File: src/rtl/dg0045_ram_port_ctrl.sv
// Port controller for the DG0045 64x4 puzzle RAM.
// The RAM stores din into mem[addr] on every clock edge, so this block drives
// addr/din every cycle and writes the addressed cell back to itself unless a
// real write is intended. It serves host requests and, in idle cycles, streams
// cell contents to the display through a background scan.
//
// state   | meaning
// --------+-------------------------------------------------------------
// S_IDLE  | host requests accepted; free cycles feed the scan divider
// S_CLEAR | sweeping every cell to 0, one per cycle; host held off
module dg0045_ram_port_ctrl #(
  parameter int ADDR_W   = 6,
  parameter int DATA_W   = 4,
  parameter int SCAN_DIV = 1
) (
  input  logic              RAM_clk,
  input  logic              RAM_rst,
  input  logic              req_valid,
  output logic              req_ready,
  input  logic [1:0]        req_op,
  input  logic [ADDR_W-1:0] req_addr,
  input  logic [DATA_W-1:0] req_wdata,
  output logic              rsp_valid,
  output logic [DATA_W-1:0] rsp_rdata,
  input  logic              scan_en,
  output logic              scan_valid,
  output logic [ADDR_W-1:0] scan_addr,
  output logic [DATA_W-1:0] scan_data,
  output logic              frame_done,
  output logic [ADDR_W-1:0] ram_addr,
  output logic [DATA_W-1:0] ram_din,
  input  logic [DATA_W-1:0] ram_dout
);

  localparam logic [1:0]        OP_RD    = 2'b00;
  localparam logic [1:0]        OP_WR    = 2'b01;
  localparam logic [1:0]        OP_XOR   = 2'b10;
  localparam logic [1:0]        OP_CLR   = 2'b11;
  localparam logic [ADDR_W-1:0] LAST     = '1;
  localparam logic [ADDR_W-1:0] ONE      = ADDR_W'(1);
  localparam logic [7:0]        DIV_LAST = 8'(SCAN_DIV - 1);

  typedef enum logic {S_IDLE, S_CLEAR} state_t;

  state_t            r_state;
  state_t            w_state_nxt;
  logic [ADDR_W-1:0] r_clr_ptr;
  logic [ADDR_W-1:0] r_scan_ptr;
  logic [7:0]        r_div;
  logic [ADDR_W-1:0] r_ram_addr;
  logic              r_rsp_valid;
  logic [DATA_W-1:0] r_rsp_rdata;
  logic              r_scan_valid;
  logic [ADDR_W-1:0] r_scan_addr;
  logic [DATA_W-1:0] r_scan_data;
  logic              r_frame_done;

  logic              w_ready;
  logic              w_accept;
  logic              w_free;
  logic              w_scan_step;
  logic              w_clr_last;
  logic [ADDR_W-1:0] w_ram_addr;
  logic [DATA_W-1:0] w_ram_din;

  assign w_ready     = (r_state == S_IDLE) && !RAM_rst;
  assign w_accept    = req_valid && w_ready;
  assign w_free      = (r_state == S_IDLE) && !w_accept && scan_en && !RAM_rst;
  assign w_scan_step = w_free && (r_div == DIV_LAST);
  assign w_clr_last  = (r_state == S_CLEAR) && (r_clr_ptr == LAST);

  // Next-state decision: clear-all enters the sweep, last cell leaves it.
  always_comb begin
    w_state_nxt = r_state;
    case (r_state)
      S_IDLE:  if (w_accept && (req_op == OP_CLR)) w_state_nxt = S_CLEAR;
      S_CLEAR: if (r_clr_ptr == LAST) w_state_nxt = S_IDLE;
      default: w_state_nxt = S_IDLE;
    endcase
  end

  // Port mux: reset, sweep, host, scan, hold; anything but a write refreshes the cell.
  always_comb begin
    w_ram_addr = r_ram_addr;
    w_ram_din  = ram_dout;
    if (RAM_rst) begin
      w_ram_addr = '0;
    end else if (r_state == S_CLEAR) begin
      w_ram_addr = r_clr_ptr;
      w_ram_din  = '0;
    end else if (w_accept) begin
      w_ram_addr = req_addr;
      case (req_op)
        OP_WR:   w_ram_din = req_wdata;
        OP_XOR:  w_ram_din = ram_dout ^ req_wdata;
        OP_RD:   w_ram_din = ram_dout;
        default: w_ram_din = ram_dout;
      endcase
    end else if (w_scan_step) begin
      w_ram_addr = r_scan_ptr;
    end
  end

  // State register.
  always_ff @(posedge RAM_clk) begin
    if (RAM_rst) r_state <= S_IDLE;
    else         r_state <= w_state_nxt;
  end

  // Sweep pointer and the remembered port address used for hold cycles.
  always_ff @(posedge RAM_clk) begin
    r_ram_addr <= w_ram_addr;
    if (RAM_rst)                  r_clr_ptr <= '0;
    else if (r_state == S_CLEAR)  r_clr_ptr <= r_clr_ptr + ONE;
  end

  // Host response: pre-op value one cycle after accept, or 0 after the sweep ends.
  always_ff @(posedge RAM_clk) begin
    if (RAM_rst) begin
      r_rsp_valid <= 1'b0;
      r_rsp_rdata <= '0;
    end else begin
      r_rsp_valid <= 1'b0;
      if (w_accept && (req_op != OP_CLR)) begin
        r_rsp_valid <= 1'b1;
        r_rsp_rdata <= ram_dout;
      end else if (w_clr_last) begin
        r_rsp_valid <= 1'b1;
        r_rsp_rdata <= '0;
      end
    end
  end

  // Background scan: divider over free cycles, pointer advances once per step.
  always_ff @(posedge RAM_clk) begin
    if (RAM_rst) begin
      r_scan_ptr   <= '0;
      r_div        <= '0;
      r_scan_valid <= 1'b0;
      r_scan_addr  <= '0;
      r_scan_data  <= '0;
      r_frame_done <= 1'b0;
    end else begin
      r_scan_valid <= w_scan_step;
      r_frame_done <= w_scan_step && (r_scan_ptr == LAST);
      if (w_free) r_div <= w_scan_step ? 8'd0 : r_div + 8'd1;
      if (w_scan_step) begin
        r_scan_addr <= r_scan_ptr;
        r_scan_data <= ram_dout;
        r_scan_ptr  <= r_scan_ptr + ONE;
      end
    end
  end

  assign req_ready  = w_ready;
  assign rsp_valid  = r_rsp_valid;
  assign rsp_rdata  = r_rsp_rdata;
  assign scan_valid = r_scan_valid;
  assign scan_addr  = r_scan_addr;
  assign scan_data  = r_scan_data;
  assign frame_done = r_frame_done;
  assign ram_addr   = w_ram_addr;
  assign ram_din    = w_ram_din;

endmodule
File: config.mk
export PLATFORM = sky130hd
export DESIGN_NAME = dg0045_ram_port_ctrl
export DESIGN_NICKNAME = d
export VERILOG_FILES = /design/src/rtl/dg0045_ram_port_ctrl.sv
export SDC_FILE = /design/constraint.sdc
export NUM_CORES = 1
export LEC_CHECK = 0
export CORE_MARGIN = 4
export CORE_UTILIZATION = 40
export DETAILED_ROUTE_END_ITERATION = 6
export PLACE_DENSITY = 0.66
export RECOVER_POWER = 50
export SYNTH_ARGS = -nofsm -noshare
export SYNTH_HDL_FRONTEND = slang
export SYNTH_SLANG_ARGS = --single-unit
File: constraint.sdc
create_clock -name RAM_clk -period 5.2 [get_ports RAM_clk]
set_input_delay 1.04 -clock RAM_clk [delete_from_list [all_inputs] [get_ports RAM_clk]]
set_output_delay 1.04 -clock RAM_clk [all_outputs]
set_load 0.05 [all_outputs]
==> flow_summary.toml <==
[run_status]
outcome = "completed"

[yosys]
netlist.top_cell.by_area = "dfxtp_1"
async_flop_share_pct = 0
synth.top_cell.area_share_pct = 43.1
ys_dominant_reg_cell = "dfxtp_1"
synth.lib_cells_used.distinct = 38
synth.area.top_cells = "dfxtp_1, o21ai_0, a21oi_1"
syn_nets = 263
avgSynthCellArea_um2 = 8.66
number_of_standard_cells_after_synthesis = 236
postSynthRegisterBits = 44
synthesis.area_um2 = 2040
synth_edf_count = 0
synth_warnings = 0
synth_sequential_area_ratio_pct = 43.1

[setup_path]
crit_path_end = "ram_addr[3]"
critical_path.startpoint_type = "input pin"
cp_data_required_time_ns = 4.16
timing.rr.end = "scan_addr[1]"
startpoint = "RAM_rst"
cp_max_fo = 18
ff2ff_setup_slack_ns = 2.56
worstSetupPathType = "in -> out"
timing.critical_path.to_type = "output port"
timing.reg2reg.worst_path_depth = 6
worstPathArrival_ns = 3.47
worst_r2r_startpoint = "r_state"

[finish]
post_route_cells_drive_above_1_share_pct = 8.01
nNetsFinal = 313
layout.cells.most_common_list = "dfxtp_1, o21ai_0, nand2_1"
n_antenna_cell = 0
multi_input_area_um2 = 1060
fin_util_pct = 54.8
layout-area-overhead-vs-synth_pct = 30.0
layout.filler_cells = 439
stdcell_count = 354
area.sequential_um2 = 881
mostFrequentLayoutCell = "dfxtp_1"

[sta]
final.setup.tns_ns = 0
grt_setup_unrepaired = "false"
hold_ws_ns = 0.469
worstMarginPinSlew_ns = 0.809
post_route_minimum_period_ns = 4.51
timing.clock.skew_ns = 0.00555
final_hold_viol_count = 0
clock.fmax_mhz = 222
slew-limit-headroom_pct = 45.3
setup_violations = 0
maxSlewViolCount = 0
min_period_over_period_pct = 86.8

[clock_tree]
cts_tree = "yes"
root_buffer = "clkbuf_8"
worstSkewPairLatency_ns = 0.29
post_cts_buffers = 0
clk_pin_slew_ns = 0.08
cts_resized = 0
htree_levels = 2
hold_bufs_inserted_after_cts = 0
cts-root-to-sink-buffers = 2
numCtsBuffers = 5
cts.sinks = 44

[floorplan]
die_height_um = 79.5
die_outline_area_um2 = 6320
initial_cell_density_of_the_core_pct = 42.1
standard_cell_row_count = 25
die_width_um = 79.5
placeableCoreArea_um2 = 4850
boundaryPins = 48

[route]
drt-wirelength-per-cell_um = 13.4
drtIter0Drc = 73
initial_drt_pass_iterations = 4
wl_um = 4760
via_count = 1781
drcViolationCount = 0
via_per_inst = 5.03
route.antenna.remaining_nets = 0

[place]
numPortBuffers = 47
place.detailed.hpwl_um = 3550
finalWeightedCongestion = 0.809
number_of_placed_cells_counting_well_taps = 346

[job]
drv.max_cap_violation_count = 0

[global_routing]
antenna_violations_before_repair = 0
grt_pass1_vias = 1688
grt_max_degree = 20
gr-usage-all-layers_pct = 16.0
grt_pass1_wl_um = 8020
grt_remaining_overflow = 0

[power]
power.internal_uw = 499
p_sw_share_pct = 27.1
pwr_density_cell_nw_per_um2 = 258
worst_ir_drop_vdd_mv = 0.194
leakage_uw = 0.00104
part_of_the_total_power_dissipated_in_the_clock_network_pct = 31.8
p_comb_share_pct = 17.0
seqPwrFrac_pct = 51.3
total_switching_power_uw = 186

[hold_path]
min_path_type = "reg -> reg"
through the flow:
stage | instance area (µm²) | total power (µW) | setup WS (ns)
after floorplan | 2040 | 431 | 0.806
after global placement | 2590 | 478 | 0.866
after detailed placement | 2590 | 479 | 0.848
after CTS | 2690 | 696 | 0.833
after global routing | 2660 | 720 | 0.442
final | 2660 | 685 | 0.686
power groups by stage:
stage	sequential [µW]	clock (µW)	combinational, µW
final	351	218	116
after global routing	353	242	125
after CTS	352	224	120
after detailed placement	360	0	119
after global placement	359	0	119
after floorplan	367	0	64.0
routing by layer:
metal  wire [µm]  vias up  track usage [%]
met5           0        -                0
met4          30        0             3.61
met3         258        2             5.42
met2        2150       32             24.6
met1        2320      813             21.4
li1            -      934                -
synth_stat cells, types with 3 or more instances:
cell type  instances
xnor2_1            5
dfxtp_1           44
ha_1               7
a22oi_1            4
a41o_1             4
inv_1              8
nor2_1            24
xor2_1             7
o21ai_0           26
nor2b_1            5
nand3_1            4
a22o_1             6
or3_1              3
clkbuf_1           6
nand4_1            7
nand2_1           25
nand2b_1           6
a21oi_1           19
flip-flops by register name, indices dropped and copies added (netlist names):
name	cells
r_ram_addr	6
r_state	1
scan_data	4
r_scan_ptr	6
frame_done	1
rsp_valid	1
scan_valid	1
r_clr_ptr	6
scan_addr	6
rsp_rdata	4
r_div	8
layout make-up:
| class | instances | share of cell area (%) |
|---|---|---|
| Clock buffer | 8 | 3.39 |
| Inverter | 8 | 1.13 |
| Multi-Input combinational cell | 174 | 40.0 |
| Sequential cell | 44 | 33.2 |
| Tap cell | 67 | 3.16 |
| Timing Repair Buffer | 53 | 19.1 |
how the worst min path moves through the flow:
stage	from	to	slack, ns	depth (start not counted)
2_1_floorplan	r_scan_ptr[3]	frame_done	0.46	2
6_report	scan_data[0]	scan_data[0]	0.47	2
3_5_place_dp	scan_addr[2]	scan_addr[2]	0.46	1
5_1_grt	scan_data[0]	scan_data[0]	0.49	2
4_1_cts	scan_data[0]	scan_data[0]	0.48	2
3_3_place_gp	scan_addr[3]	scan_addr[3]	0.46	2
worst max-delay path, stage by stage:
cell and delay (ns):
dlygate4sd3_1 0.77, nor4b_1 0.46, buf_4 0.26, nand4_1 0.25, o21a_1 0.19, o21ai_0 0.23, buf_4 0.25
cell families after synthesis:
logic type | count (synthesis) | share of synthesized area, %
adders and majority gates | 7 | 4.29
AOI/OAI and AO/OA | 64 | 18.9
DFF | 44 | 43.1
xor gates and xnor gates | 12 | 5.14
muxes | 2 | 0.980
buffers and inverters | 18 | 3.80
and+or+nand+nor | 89 | 23.8
(Power assumes the default switching activity.)
